<file path="config.mk">
export PLATFORM = sky130hd
export DESIGN_NAME = sat_counter
export DESIGN_NICKNAME = d
export VERILOG_FILES = /design/src/rtl/odd_seq_checker_sat_counter.sv
export SDC_FILE = /design/constraint.sdc
export NUM_CORES = 1
export LEC_CHECK = 0
export CORE_AREA = 2 2 39 41
export DETAILED_ROUTE_END_ITERATION = 16
export DIE_AREA = 0 0 41 43
export GPL_TIMING_DRIVEN = 1
export SLEW_MARGIN = 30
export SYNTH_ARGS = -nofsm -noshare
export SYNTH_HDL_FRONTEND = slang
export SYNTH_SLANG_ARGS = --single-unit
</file>
<file path="constraint.sdc">
create_clock -name clk -period 2.4 [get_ports clk]
set_input_delay 0.36 -clock clk [delete_from_list [all_inputs] [get_ports clk]]
set_output_delay 0.36 -clock clk [all_outputs]
set_load 0.1 [all_outputs]
</file>
<file path="src/rtl/odd_seq_checker_sat_counter.sv">
// Up-counter that sticks at all-ones instead of wrapping.
// Latency: 1 cycle from inc to updated count.
// Backpressure: none; increments beyond saturation are dropped.
module sat_counter #(
    parameter int W = 8
) (
    input  logic         clk,
    input  logic         rst,
    input  logic         clr,
    input  logic         inc,
    output logic [W-1:0] cnt
);

    // Count up on inc, hold once every bit is set.
    always_ff @(posedge clk or posedge rst) begin
        if (rst) begin
            cnt <= '0;
        end else if (clr) begin
            cnt <= '0;
        end else if (inc && (cnt != {W{1'b1}})) begin
            cnt <= cnt + W'(1);
        end
    end

endmodule

</file>
==> metrics.md, run 1 <==
| Metric | Value |
|---|---|
| Pin count of the biggest net entering global routing | `11` |
| Reg clk slew, reported paths | `0.05 ns` |
| WL met3 | `69 um` |
| Flops & latches, synth | `8` |
| FF-to-FF path depth | `4` |
| Layout cells sized above 1 | `31.1%` |
| DR iter-0 viols | `12` |
| Hold Crit Class | `in2async` |
| Synth top cells by count | `dfrtp_1 (8), mux2_4 (4), nand2_1 (4), nor2_1 (4), nor2b_1 (4)` |
| Clk pwr share | `34.0%` |
| Post-CTS Hold Fix Bufs | `0` |
| Clock skew | `0.00592 ns` |
| Starting Density | `36.4%` |
| Crit path required time | `2.54 ns` |
| Unrepaired setup endpoints after global routing | `false` |
| Main synth FF type | `dfrtp_1` |
| Max-slew violations | `0` |
| Min Clock Period, post-route | `1.64 ns` |
| Worst-skew pair later-pin latency | `0.25 ns` |
| Placed insts | `74` |
| Top cell type's share of synthesized area | `39.7%` |
| Final WS setup | `0.758 ns` |
| Synth area leaders | `dfrtp_1 (40%), mux2_4 (12%), nor2b_1 (5.0%), a21oi_2 (3.5%), nand2_1 (3.0%)` |
| Remaining global-route overflow | `0` |
| Die H | `43 um` |
| Critical Path Sink | `cnt[5]` |
| Vias in the first global route | `375` |
| RR Startpoint | `cnt[0]` |
| Metal2 WL | `450 um` |
| Worst vdd ir | `0.255 mV` |
| Crit Reg-Reg Endpoint | `cnt[5]` |
| Worst hold slack | `0.355 ns` |
| Syn_area_per_cell | `10.3 um2` |
| Final HPWL DP | `718 um` |
| Cell Pwr Density | `478 nW/um2` |
| Dpl ws | `0.563 ns` |
| Chip Width | `41 um` |
| Drt drc | `0` |
| FFs w/ async S/R, synth | `100%` |
| Most common cell in the netlist | `dfrtp_1` |
| Layout area overhead | `23.3%` |
| Nets | `68` |
| Highest routed layer | `met4` |
| # clock sinks | `8` |
| Post-CTS Resized | `0` |
| R2R Setup Slk | `0.76 ns` |
| Clock tree buffer depth | `2` |
| Part of the cycle the worst path needs | `68.4%` |
| Yosys top cell by area | `dfrtp_1` |
| Largest regs | `cnt: 8 flops` |
| Yosys Warn Count | `0` |
| Top achievable clock speed | `0.609 GHz` |
| First-pass GRT wire length | `1.57 mm` |
| Fin. Hold Viols | `0` |
| Gr usage total | `13.8%` |
| Routed Antenna Nets | `0` |
| Synthesized cell area | `504 um2` |
| Seq/Total Area, Yosys | `39.7%` |
| Initial antenna violation count | `0` |
| Worst path arrival time | `1.78 ns` |
| Max reg flops | `8` |
| Setup_tns | `0 ns` |
| Die area | `1760 um2` |
| Internal power | `0.000211 W` |
| CTS tree | `yes` |
| Design area | `622 um2` |
| Rel. slew slack | `75.7%` |
| Total Wirelength | `960 um` |
| Ant. Diodes | `0` |
| Final Non-Filler Cells | `77` |
| M1 WL | `429 um` |
| Htree depth | `1` |
| Pin slew with the least headroom to its limit | `0.364 ns` |
| Netlist cell types | `25` |
| Rows | `14` |
| Port bufs | `11` |
| 1st-pass router iterations | `4` |
| Synth Instances | `49` |
| Synth Net Count | `54` |
| Top reg by flops | `cnt` |
| Top Ports | `12` |
| Status | `finished clean` |
| Routed len/inst | `12.5 um` |
| Clock Tree Root | `clkbuf_4` |
| Worst-path maximum fanout | `5` |
| CP Capture Type | `flip-flop` |
| Sequential power share | `47.9%` |
| Routed vias | `389` |
| Total CTS buffers | `3` |
| Final Setup Violations | `0` |
| Number of synthesized flops with an enable pin | `0` |
| Gate power share | `18.1%` |
| Final GP Congestion | `0.859` |
| Net Sw Frac | `28.9%` |
| P_sw | `0.0000859 W` |
| Crit path from | `cnt[0]` |
| LEAKAGE | `0.302 nW` |
| Max-cap viol count | `0` |
| Startpoint Class | `flip-flop` |
| Critical setup path kind | `reg2reg` |
| Core ar. | `1380 um2` |
| Post-CTS Setup Bufs | `0` |
| Placed Area | `599 um2` |
| Post-DR vias/cell | `5.05` |
cells by family after synthesis:
family | Yosys count | synth area share [%]
AOI/OAI and AO/OA | 9 | 15.6
adders and majority gates | 1 | 2.48
buffers and inverters | 4 | 4.47
DFF | 8 | 39.7
muxes | 5 | 13.9
and+or+nand+nor | 22 | 23.8
cell usage in the layout, fill, tap and decap left out, drive strengths merged:
cell type	instances
dfrtp	8
buf	8
nand2	4
nor2b	4
nor2	4
mux2	4
a21oi	4
clkbuf	3
clkdlybuf4s50	3
nand4	2
inv	2
nand3	2
and4	1
and2b	1
nand4b	1
o211a	1
nand2b	1
o21bai	1
o311a	1
and3	1
a21boi	1
mux2i	1
nor3	1
a211oi	1
ha	1
stage by stage:
stage,util [%],total power (W)
6_report,44.9,0.000297
5_1_grt,44.9,0.000314
4_1_cts,44.9,0.000303
3_5_place_dp,43.3,0.000199
3_3_place_gp,43.3,0.000198
2_1_floorplan,-,0.000184
cell type report:
type / count / area [um2]
multi-input cells: 37 / 282
flip-flops and latches: 8 / 200
clock buffers: 3 / 22.5
fillers: 137 / 762
repair buffers: 11 / 90.1
inverters: 2 / 7.51
well taps: 16 / 20.0
worst max-delay path, stage by stage, from the launching register on:
cell and delay, ns:
dfrtp_1 0.42, ha_1 0.26, and3_1 0.25, a211oi_2 0.27
mux2_4 0.32
power by group through the flow:
stage	Clock, W	Combinational, W	Sequential (W)
floorplan	0	0.0000160	0.000168
global placement	0	0.0000536	0.000145
detailed placement	0	0.0000539	0.000145
CTS	0.000106	0.0000540	0.000142
global route	0.000112	0.0000583	0.000143
finish	0.000101	0.0000537	0.000142
worst min path at each step:
| stage | end | cells after the start | start | slack [ns] |
|---|---|---|---|---|
| after floorplan | cnt[0] | 1 | rst | 0.18 |
| after global placement | cnt[1] | 2 | cnt[1] | 0.57 |
| after detailed placement | cnt[1] | 2 | cnt[1] | 0.57 |
| after CTS | cnt[0] | 2 | rst | 0.36 |
| after global routing | cnt[0] | 2 | rst | 0.38 |
| final | cnt[0] | 2 | rst | 0.36 |
metal layers:
metal,global-route usage (%),vias to the layer above
met5,0,-
met4,6.00,0
met3,9.95,2
met2,19.7,10
met1,14.9,178
li1,-,199
No activity file was read; power rests on OpenSTA's default activity.
==> inputs of run 2 (changes only) <==
==> constraint.sdc (replaced) <==
create_clock -name clk -period 1.6 [get_ports clk]
set_input_delay 0.24 -clock clk [delete_from_list [all_inputs] [get_ports clk]]
set_output_delay 0.24 -clock clk [all_outputs]
set_load 0.1 [all_outputs]
==> metrics.md, run 2 (synthesized netlist as in run 1, its figures left out) <==
| Metric | Value |
|---|---|
| Status | `finished clean` |
| Most common cell after layout, fill and taps aside | `buf_12` |
| Worst path arrival time | `1.69 ns` |
| Total CTS buffers | `3` |
| Reg clk slew, reported paths | `0.06 ns` |
| Internal power | `0.000337 W` |
| Remaining global-route overflow | `0` |
| Placed insts | `79` |
| Routed vias | `431` |
| Worst-path maximum fanout | `5` |
| Die H | `43 um` |
| Pin slew with the least headroom to its limit | `0.357 ns` |
| Post-DR vias/cell | `5.26` |
| Crit path required time | `1.74 ns` |
| Placed Area | `777 um2` |
| Total Wirelength | `1.13 mm` |
| Chip Width | `41 um` |
| Layout area overhead | `58.6%` |
| Most frequent cells in the layout | `buf_12 (8), dfrtp_4 (5), buf_4 (5)` |
| Design area | `800 um2` |
| Core ar. | `1380 um2` |
| Top reg by flops | `cnt` |
| CTS tree | `yes` |
| P_sw | `0.000145 W` |
| Htree depth | `1` |
| Routed Antenna Nets | `0` |
| Fin. Hold Viols | `0` |
| Part of the cycle the worst path needs | `96.7%` |
| Final Non-Filler Cells | `82` |
| Min Clock Period, post-route | `1.55 ns` |
| Unrepaired setup endpoints after global routing | `false` |
| Top achievable clock speed | `0.646 GHz` |
| Post-CTS Hold Fix Bufs | `0` |
| Hold Crit Class | `in2async` |
| Worst vdd ir | `0.402 mV` |
| Max reg flops | `8` |
| # clock sinks | `8` |
| Post-CTS Resized | `0` |
| Sequential power share | `46.0%` |
| Cell Pwr Density | `602 nW/um2` |
| First-pass GRT wire length | `2.00 mm` |
| Net Sw Frac | `30.0%` |
| Clk pwr share | `33.7%` |
| LEAKAGE | `0.332 nW` |
| Die area | `1760 um2` |
| Clock tree buffer depth | `2` |
| Final Setup Violations | `0` |
| Clock skew | `0.000951 ns` |
| Rel. slew slack | `76.1%` |
| Pin count of the biggest net entering global routing | `11` |
| DR iter-0 viols | `9` |
| Layout cells sized above 1 | `51.5%` |
| Top Ports | `12` |
| Port bufs | `11` |
| Drt drc | `0` |
| Gate power share | `20.4%` |
| Vias in the first global route | `452` |
| Final GP Congestion | `0.752` |
| Startpoint Class | `flip-flop` |
| Largest regs | `cnt: 8 flops` |
| Max-slew violations | `0` |
| Final HPWL DP | `860 um` |
| Post-CTS Setup Bufs | `0` |
| Gr usage total | `16.9%` |
| Rows | `14` |
| Nets | `73` |
| 1st-pass router iterations | `2` |
| Max-cap viol count | `0` |
| Clock Tree Root | `clkbuf_4` |
| Starting Density | `36.4%` |
| Ant. Diodes | `0` |
| Critical setup path kind | `reg2reg` |
| Setup_tns | `0 ns` |
| Worst-skew pair later-pin latency | `0.26 ns` |
| Routed len/inst | `13.8 um` |
| CP Capture Type | `flip-flop` |
| Initial antenna violation count | `0` |
-- run 2: cell count changes in the layout (fill, tap and decap cells not counted) --
cell	before	now
dfrtp_2	0	3
and3_1	1	0
and3_4	0	1
buf_12	0	8
ha_1	1	0
buf_4	8	5
dfrtp_1	8	0
dfrtp_4	0	5
ha_4	0	1
-- run 2: layer usage --
metal	GRT usage [%]	vias up	part of all wire, %
met2	24.4	8	48
met5	0	-	0
met1	23.1	208	46
met4	6.00	0	2.0
li1	-	213	-
met3	5.24	2	3.8
-- run 2: layout make-up --
cell class	instances	area [um2]
Tap cell	16	20.0
Sequential cell	8	223
Clock buffer	3	22.5
Timing Repair Buffer	16	228
Fill cell	128	584
Inverter	2	7.51
Multi-Input combinational cell	37	299
-- run 2: metrics by stage --
step                util [%]  worst slack, ns  power (W)  hold slack [ns]
global placement        56.1           0.0153   0.000322            0.516
CTS                     57.8           0.0506   0.000488            0.252
global route            57.8           0.0127   0.000500            0.289
detailed placement      56.1          -0.0142   0.000324            0.525
finish                  57.8           0.0522   0.000481            0.239
floorplan                  -          -0.0596   0.000283           0.0556
-- run 2: worst paths after layout --
path                            startpoint  endpoint  slack (ns)  depth (start not counted)
worst max-delay path                cnt[0]    cnt[5]        0.05                          4
worst min-delay path                   rst    cnt[0]        0.24                          2
worst max register to register      cnt[0]    cnt[5]        0.05                          4
worst min register to register      cnt[7]    cnt[7]        0.65                          1
max in group asynchronous              rst    cnt[4]        1.09                          2
min in group clk                    cnt[7]    cnt[7]        0.65                          1
-- run 2: power by group through the flow --
stage          Combinational [W]  Sequential [W]  Clock [W]
3_3_place_gp           0.0000966        0.000225          0
4_1_cts                0.0000987        0.000221   0.000168
6_report               0.0000980        0.000221   0.000162
2_1_floorplan          0.0000254        0.000258          0
3_5_place_dp           0.0000985        0.000226          0
5_1_grt                 0.000105        0.000223   0.000172
-- run 2: worst max-delay path, cell delays in order, from the launching register on --
cell and delay (ns):
dfrtp_4 0.52, ha_4 0.19, and3_4 0.19, a211oi_2 0.22, mux2_4 0.32
==> inputs of run 3 (changes only) <==
--- a/config.mk
+++ b/config.mk
@@ -5,10 +5,11 @@
 export SDC_FILE = /design/constraint.sdc
 export NUM_CORES = 1
 export LEC_CHECK = 0
-export CORE_AREA = 2 2 39 41
+export CORE_AREA = 4 4 41 43
 export DETAILED_ROUTE_END_ITERATION = 16
-export DIE_AREA = 0 0 41 43
+export DIE_AREA = 0 0 45 47
 export GPL_TIMING_DRIVEN = 1
+export SETUP_SLACK_MARGIN = 0.4
 export SLEW_MARGIN = 30
 export SYNTH_ARGS = -nofsm -noshare
 export SYNTH_HDL_FRONTEND = slang
==> metrics.md, run 3 (synthesized netlist as in run 1, its figures left out) <==
| Metric | Value |
|---|---|
| Die H | `47 um` |
| Nets | `79` |
| Startpoint Class | `flip-flop` |
| Initial antenna violation count | `0` |
| Vias in the first global route | `456` |
| Core ar. | `1300 um2` |
| Top Ports | `12` |
| CTS tree | `yes` |
| Max reg flops | `8` |
| Pin slew with the least headroom to its limit | `0.365 ns` |
| Max-slew violations | `0` |
| Gate power share | `23.7%` |
| Sequential power share | `44.6%` |
| Post-DR vias/cell | `5.17` |
| Most frequent cells in the layout | `buf_12 (8), dfrtp_4 (6), buf_4 (6), buf_6 (5)` |
| Drt drc | `0` |
| Clk pwr share | `31.7%` |
| Hold Crit Class | `in2async` |
| R2R Setup Slk | `0.11 ns` |
| Routed vias | `450` |
| Final Non-Filler Cells | `87` |
| Critical Path Sink | `cnt[5]` |
| Pin count of the biggest net entering global routing | `11` |
| Setup_tns | `0 ns` |
| Clock Tree Root | `clkbuf_4` |
| Largest regs | `cnt: 8 flops` |
| Top achievable clock speed | `0.672 GHz` |
| RR Startpoint | `cnt[0]` |
| First-pass GRT wire length | `2.01 mm` |
| Worst vdd ir | `0.353 mV` |
| Clock tree buffer depth | `2` |
| Final GP Congestion | `0.722` |
| Part of the cycle the worst path needs | `93.0%` |
| Net Sw Frac | `28.6%` |
| Die area | `2120 um2` |
| Worst-path maximum fanout | `3` |
| Ant. Diodes | `0` |
| Crit path from | `cnt[0]` |
| Gr usage total | `13.8%` |
| P_sw | `0.000139 W` |
| Clock skew | `0.00660 ns` |
| Layout cells sized above 1 | `58.3%` |
| Worst-skew pair later-pin latency | `0.26 ns` |
| Rows | `13` |
| Remaining global-route overflow | `0` |
| Placed insts | `79` |
| Final Setup Violations | `0` |
| FF-to-FF path depth | `4` |
| # clock sinks | `8` |
| Most common cell after layout, fill and taps aside | `buf_12` |
| Chip Width | `45 um` |
| Layout area overhead | `74.4%` |
| Port bufs | `11` |
| Worst path arrival time | `1.63 ns` |
| Final HPWL DP | `868 um` |
| DR iter-0 viols | `10` |
| Min Clock Period, post-route | `1.49 ns` |
| Starting Density | `38.8%` |
| Rel. slew slack | `75.6%` |
| Routed Antenna Nets | `0` |
| 1st-pass router iterations | `2` |
| LEAKAGE | `0.373 nW` |
| Max-cap viol count | `0` |
| Total Wirelength | `1.19 mm` |
| Crit Reg-Reg Endpoint | `cnt[5]` |
| Status | `finished clean` |
| Critical setup path kind | `reg2reg` |
| Htree depth | `1` |
| Total CTS buffers | `3` |
| Fin. Hold Viols | `0` |
| Internal power | `0.000347 W` |
| Total power | `0.000486 W` |
| Crit path required time | `1.75 ns` |
| Reg clk slew, reported paths | `0.05 ns` |
| Cell Pwr Density | `553 nW/um2` |
| Post-CTS Hold Fix Bufs | `0` |
| Unrepaired setup endpoints after global routing | `true` |
| Routed len/inst | `13.6 um` |
| CP Capture Type | `flip-flop` |
| Top reg by flops | `cnt` |
run 3: changes by cell type in the layout (fill, tap and decap cells not counted), sizes merged:
cell  before  now
buf       13   19
run 3: timing repair:
item                       CTS  global route
pin swaps                    4             4
setup endpoints to repair   11            13
setup buffers                3             2
resized for setup            4             5
run 3: routing by layer:
metal,vias to the layer above,routed length [um],track usage [%]
li1,224,-,-
met1,216,531,15.3
met2,7,591,22.6
met3,3,53,6.90
met4,0,9,5.85
met5,-,0,0
run 3: critical path: stages (launching register included):
cell and delay (ns):
dfrtp_4 0.49, ha_4 0.16, and3_4 0.19, a211oi_2 0.21
mux2_4 0.32
run 3: layout make-up:
class / count / area [um2]
flip-flops and latches: 8 / 225
multi-input cells: 37 / 314
fillers: 114 / 422
repair buffers: 22 / 292
clock buffers: 3 / 22.5
well taps: 15 / 18.8
inverters: 2 / 7.51
run 3: power groups by stage:
stage | Clock (W) | Combinational [W] | Sequential (W)
after floorplan | 0 | 0.0000254 | 0.000258
after global placement | 0 | 0.000103 | 0.000223
after detailed placement | 0 | 0.000104 | 0.000223
after CTS | 0.000160 | 0.000112 | 0.000216
after global routing | 0.000174 | 0.000123 | 0.000217
final | 0.000154 | 0.000115 | 0.000217
run 3: per-stage QoR:
| step | cell area (um2) | setup WS [ns] | utilization, % | hold slack, ns |
|---|---|---|---|---|
| floorplan | 547 | -0.0593 | - | 0.0557 |
| global route | 880 | 0.0811 | 67.6 | 0.259 |
| detailed placement | 786 | -0.0164 | 60.4 | 0.529 |
| CTS | 850 | 0.0718 | 65.3 | 0.255 |
| finish | 880 | 0.113 | 67.6 | 0.225 |
| global placement | 786 | 0.0151 | 60.4 | 0.527 |
run 3: worst min path at each step:
stage / start / endpoint / slack, ns / depth (start not counted)
detailed placement: rst / cnt[0] / 0.53 / 2
CTS: rst / cnt[0] / 0.26 / 2
global placement: rst / cnt[0] / 0.53 / 2
global route: rst / cnt[0] / 0.26 / 2
floorplan: rst / cnt[0] / 0.06 / 1
finish: rst / cnt[0] / 0.23 / 2
==> edit 1 (config.mk and constraints of run 3) <==
Add an input register stage for `clr` and `inc`; this delays them by one clock. Comments in the files are not updated.
--- a/src/rtl/odd_seq_checker_sat_counter.sv
+++ b/src/rtl/odd_seq_checker_sat_counter.sv
@@ -12,11 +12,19 @@
 );
 
+    logic clr_q;
+    logic inc_q;
+
+    always_ff @(posedge clk) begin
+        clr_q <= clr;
+        inc_q <= inc;
+    end
+
     // Count up on inc, hold once every bit is set.
     always_ff @(posedge clk or posedge rst) begin
         if (rst) begin
             cnt <= '0;
-        end else if (clr) begin
+        end else if (clr_q) begin
             cnt <= '0;
-        end else if (inc && (cnt != {W{1'b1}})) begin
+        end else if (inc_q && (cnt != {W{1'b1}})) begin
             cnt <= cnt + W'(1);
         end
Check against the original RTL: not equivalent (Yosys sat finds a counterexample within 4 cycles, from zero or initial values and one cycle with rst high).
==> edit 1 against run 3 <==
- critical endpoint unchanged
- total power increased by 27%
- synthesized area up 7.9%
- design area rose by 4.7%
- combinational power is 3% lower
- count of clock-buffer cells in the layout up 1
- clock power rose by 51%
- sequential cell count is 2 higher
- routed wire length grew 25%
- setup slack worse by 0.031 ns
- die area unchanged
==> edit 1: results (changes against run 3) <==
Status -> finished, final reports clean
TritonCTS buffer count -> 3 (unchanged)
Adder-cell area share of the yosys netlist -> 2.299% (-0.18 points)
Xor/xnor share of the synthesized area -> 0% (unchanged)
Crit-path max cell delay -> 0.50 ns
ANT cells -> 0 (unchanged)
Synth Area in Compound Gates -> 14.48% (-1.1 points)
Post-DP HPWL -> 987.8 um (+14%)
Initial antenna violation count -> 0 (unchanged)
TritonRoute pass-1 iters -> 4 (+2)
Clock Pin Slew Worst Setup and Hold Paths -> 0.07 ns (+0.02 ns)
Initial DRC Count -> 15 (+5)
YS warnings -> 0 (unchanged)
Syn_nets -> 56 (+3.7%)
First-pass GRT wire length -> 2.201 mm (+9.7%)
Most frequent cells after synthesis -> 8 x dfrtp_1, 4 x mux2_4, 4 x nand2_1, 4 x nor2_1, 4 x nor2b_1
Mux cell area share after synthesis -> 12.87% (-1.0 points)
Worst-Margin Slew -> 0.3363 ns (-0.02896 ns)
Layout cells sized above 1 -> 56.00% (-2.3 points)
Max Fanout on Critical Path -> 3 (unchanged)
RePlAce Congestion -> 0.8320 (+15%)
Clock Path Buffers -> 2 (unchanged)
Synth top area cells -> dfrtp_1 37%, mux2_4 11%, dfxtp_1 7.4%
Worst-skew pair later-pin latency -> 0.26 ns (about the same)
Overall routing resource usage -> 14.59% (+0.75 points)
Root Buffer -> clkbuf_4
CP max stage cell -> dfrtp_4
Placed cell area -> 803.3 sq um (+2.2%)
Pin count of the biggest net entering global routing -> 11 (unchanged)
Leak -> 0.3919 nW (+5.1%)
Sequential area share after synthesis -> 44.14% (+4.4 points)
CP Data Arrival Time -> 1.67 ns (+0.04 ns)
Fillcell total -> 96 (-16%)
Final nets -> 81 (+2.5%)
Dpl ws -> 0.06034 ns (+0.07676 ns)
Asr flop ratio synth -> 80.00% (-20 points)
Hold/Removal Path Class -> in2async
Cell taking the most area after synthesis -> dfrtp_1
IO Port Bufs -> 11 (unchanged)
Max-cap violations -> 0 (unchanged)
Yosys cell types -> 26 (+4.0%)
Setup violators final -> 0 (unchanged)
H-tree depth -> 1 (unchanged)
Via density -> 5.600 (+8.3%)
Setup Skew -> 0.001184 ns (-0.005414 ns)
VDD IR max -> 0.4481 mV (+27%)
Vias in the first global route -> 513 (+13%)
Drt total wl -> 1.477 mm (+25%)
Largest regs -> cnt: 8 flops, clr_q: 1 flops, inc_q: 1 flops
## edit 1: changes by cell type after synthesis, sizes merged
cell and delta:
dfxtp +2
## edit 1: cells by family after synthesis
family,Yosys count
AO/OA/AOI/OAI,9
flip-flops,10
multiplexers,5
adder cells (fa/ha/maj),1
buffers and inverters,4
AND/OR/NAND/NOR,22
## edit 1: final timing paths
kind	to	slack [ns]	cells past startpoint	from
min in group clk	inc_q	0.41	1	inc
max in group asynchronous	cnt[0]	1.10	2	rst
min reg2reg	cnt[2]	0.67	1	clr_q
max	cnt[5]	0.08	4	cnt[0]
min	cnt[3]	0.22	2	rst
max reg2reg	cnt[5]	0.08	4	cnt[0]
## edit 1: per-stage QoR
stage               std cells  util (%)  total power, W
global route               90     70.77       0.0006397
CTS                        87     68.56       0.0006140
global placement           78     61.73       0.0003731
detailed placement         78     61.73       0.0003781
floorplan                  51         -       0.0003382
finish                     90     70.77       0.0006187
## edit 1: worst max-delay path, delay by kind of cell, from the launching register on
family / cells / cell delay [ns]
DFF: 1 / 0.50
muxes: 1 / 0.32
AOI/OAI and AO/OA: 1 / 0.22
and+or+nand+nor: 1 / 0.19
adders and majority gates: 1 / 0.17
## edit 1: metal layers
metal  up-vias  GRT usage, %  wire length (um)
met1       254         14.72               593
met4         0         3.509                 0
met5         -             0                 0
met2        20         28.81               798
li1        230             -                 -
met3         0         4.598                85
## edit 1: power by group
part	internal [W]	switching, W	leakage (nW)
sequential	0.000262	0.0000127	0.113
clock	0.000138	0.0000946	0.0210
combinational	0.0000482	0.0000630	0.258
total	0.000448	0.000170	0.392
## edit 1: timing repair
item / in CTS / in global routing
setup endpoints to repair: 12 / 14
buffers inserted: 5 / 3
pin swaps: 5 / 4
hold buffers: 0 / 0
resized for setup: 4 / 3
## edit 1: final cells by class
class / instances / area (sq um) / share of cell area (%)
Clock buffer: 4 / 36.28 / 3.940
Timing Repair Buffer: 22 / 291.5 / 31.66
Inverter: 2 / 7.507 / 0.8152
Tap cell: 15 / 18.77 / 2.038
Sequential cell: 10 / 265.3 / 28.80
Multi-Input combinational cell: 37 / 301.5 / 32.74
==> edit 2 (flow settings as in run 3) <==
Made on the original files. Change the parameter `W` from 8 to 6.
--- a/src/rtl/odd_seq_checker_sat_counter.sv
+++ b/src/rtl/odd_seq_checker_sat_counter.sv
@@ -3,5 +3,5 @@
 // Backpressure: none; increments beyond saturation are dropped.
 module sat_counter #(
-    parameter int W = 8
+    parameter int W = 6
 ) (
     input  logic         clk,
Ports: changed (resized cnt); port bits go from 12 to 10. No check against the original RTL was run, so the function may have changed too.
==> edit 2 against run 3 <==
- setup slack better by 0.27 ns
- clock skew is 0.0039 ns lower
- final cell count down 22%
- total power up 20%
- routed wire length down 20%
- count of clock-buffer cells in the layout unchanged
- design area shrank 28%
- highest routed layer unchanged
- sequential cell count decreased by 2
- global-route usage decreased by 4.9 points
- critical path depth unchanged
- synthesized area down 27%
- utilization decreased by 19 points
==> edit 2: results (changes against run 3) <==
IO Port Bufs -> 9 (-2)
Adder-cell area share of the yosys netlist -> 3.378% (+0.90 points)
Mux cell area share after synthesis -> 0% (-14 points)
RePlAce Congestion -> 0.8703 (+21%)
Metal1 wirelength -> 431 um (-19%)
Pin count of the biggest net entering global routing -> 10 (-1)
Max Fanout on Critical Path -> 5 (+2)
Sw Share -> 38.48% (+9.8 points)
Syn_nets -> 45 (-17%)
R2R setup slack -> 0.38 ns (+0.27 ns)
Post-DP HPWL -> 620.2 um (-29%)
Dpl ws -> 0.1872 ns (+0.2036 ns)
Setup Skew -> 0.002729 ns (-0.003869 ns)
Via density -> 5.265 (+1.8%)
Reg2reg end -> cnt[4]
Comb pwr -> 0.000242 W (+110%)
Min Hold Slack -> 0.2095 ns (-0.01597 ns)
Post-Syn Instances -> 40 (-18%)
CTS resizes -> 1 (-3)
Hold/Removal Path Class -> in2async
ANT cells -> 0 (unchanged)
TritonRoute pass-1 iters -> 4 (+2)
Worst-skew pair later-pin latency -> 0.24 ns (-0.02 ns)
Worst-Margin Slew -> 0.3054 ns (-0.05989 ns)
Crit-path max cell delay -> 0.52 ns (+0.03 ns)
Met2 wire length -> 428 um (-28%)
Initial DRC Count -> 12 (+2)
Xor/xnor share of the synthesized area -> 0% (unchanged)
CP Data Arrival Time -> 1.37 ns (-0.26 ns)
Vias in the first global route -> 323 (-29%)
Placed cell area -> 568.0 sq um (-28%)
First-pass GRT wire length -> 1.352 mm (-33%)
Met3 Use GR -> 3.831% (-3.1 points)
VDD IR max -> 0.5263 mV (+49%)
Flop+latch power -> 0.000204 W (-6%)
Synth Area in Compound Gates -> 19.59% (+4.0 points)
Sequential area share after synthesis -> 40.54% (+0.84 points)
Final nets -> 60 (-24%)
Sequential power share -> 34.9% (-9.7 points)
Status -> finished, final reports clean
Leak -> 0.2490 nW (-33%)
Largest regs -> cnt: 6 flops
Synth top area cells -> dfrtp_1 41%, and4_4 6.1%, a31oi_1 5.1%
Layout cells sized above 1 -> 50.94% (-7.4 points)
Most frequent cells after synthesis -> 6 x dfrtp_1, 3 x a31oi_1, 3 x inv_1, 3 x nand2_1, 3 x nand4_1
Layout Cells excl Fill -> 68 (-22%)
Routing usage on met2 -> 11.30% (-11 points)
Cells after DPL -> 63 (-20%)
Yosys cell types -> 21 (-16%)
Drt total wl -> 951 um (-20%)
Metal3 WL -> 60 um (+13%)
Overall routing resource usage -> 8.896% (-4.9 points)
Post-CTS setup buffer count -> 1 (-2)
Global routing usage on met1 -> 12.01% (-3.3 points)
Reg2Reg Launch Point -> cnt[1]
## edit 2: final cells by class
class / count / area (sq um)
well taps: 15 / 18.77
flip-flops and latches: 6 / 172.7
clock buffers: 3 / 22.52
repair buffers: 12 / 178.9
inverters: 3 / 11.26
multi-input cells: 29 / 232.7
fillers: 121 / 664.4
## edit 2: worst max path at each step
stage / startpoint / depth (start not counted) / end / slack, ns
6_report: cnt[1] / 4 / cnt[4] / 0.38
5_1_grt: cnt[1] / 4 / cnt[4] / 0.32
4_1_cts: cnt[1] / 4 / cnt[5] / 0.40
3_5_place_dp: clr / 4 / cnt[1] / 0.19
3_3_place_gp: clr / 4 / cnt[1] / 0.22
2_1_floorplan: cnt[0] / 4 / cnt[5] / 0.27
## edit 2: critical path, delay by kind of cell, from the launching register on
family,cells,cell delay [ns]
flops,1,0.52
simple gates,2,0.23
fa+ha+maj,1,0.20
compound gates,1,0.18
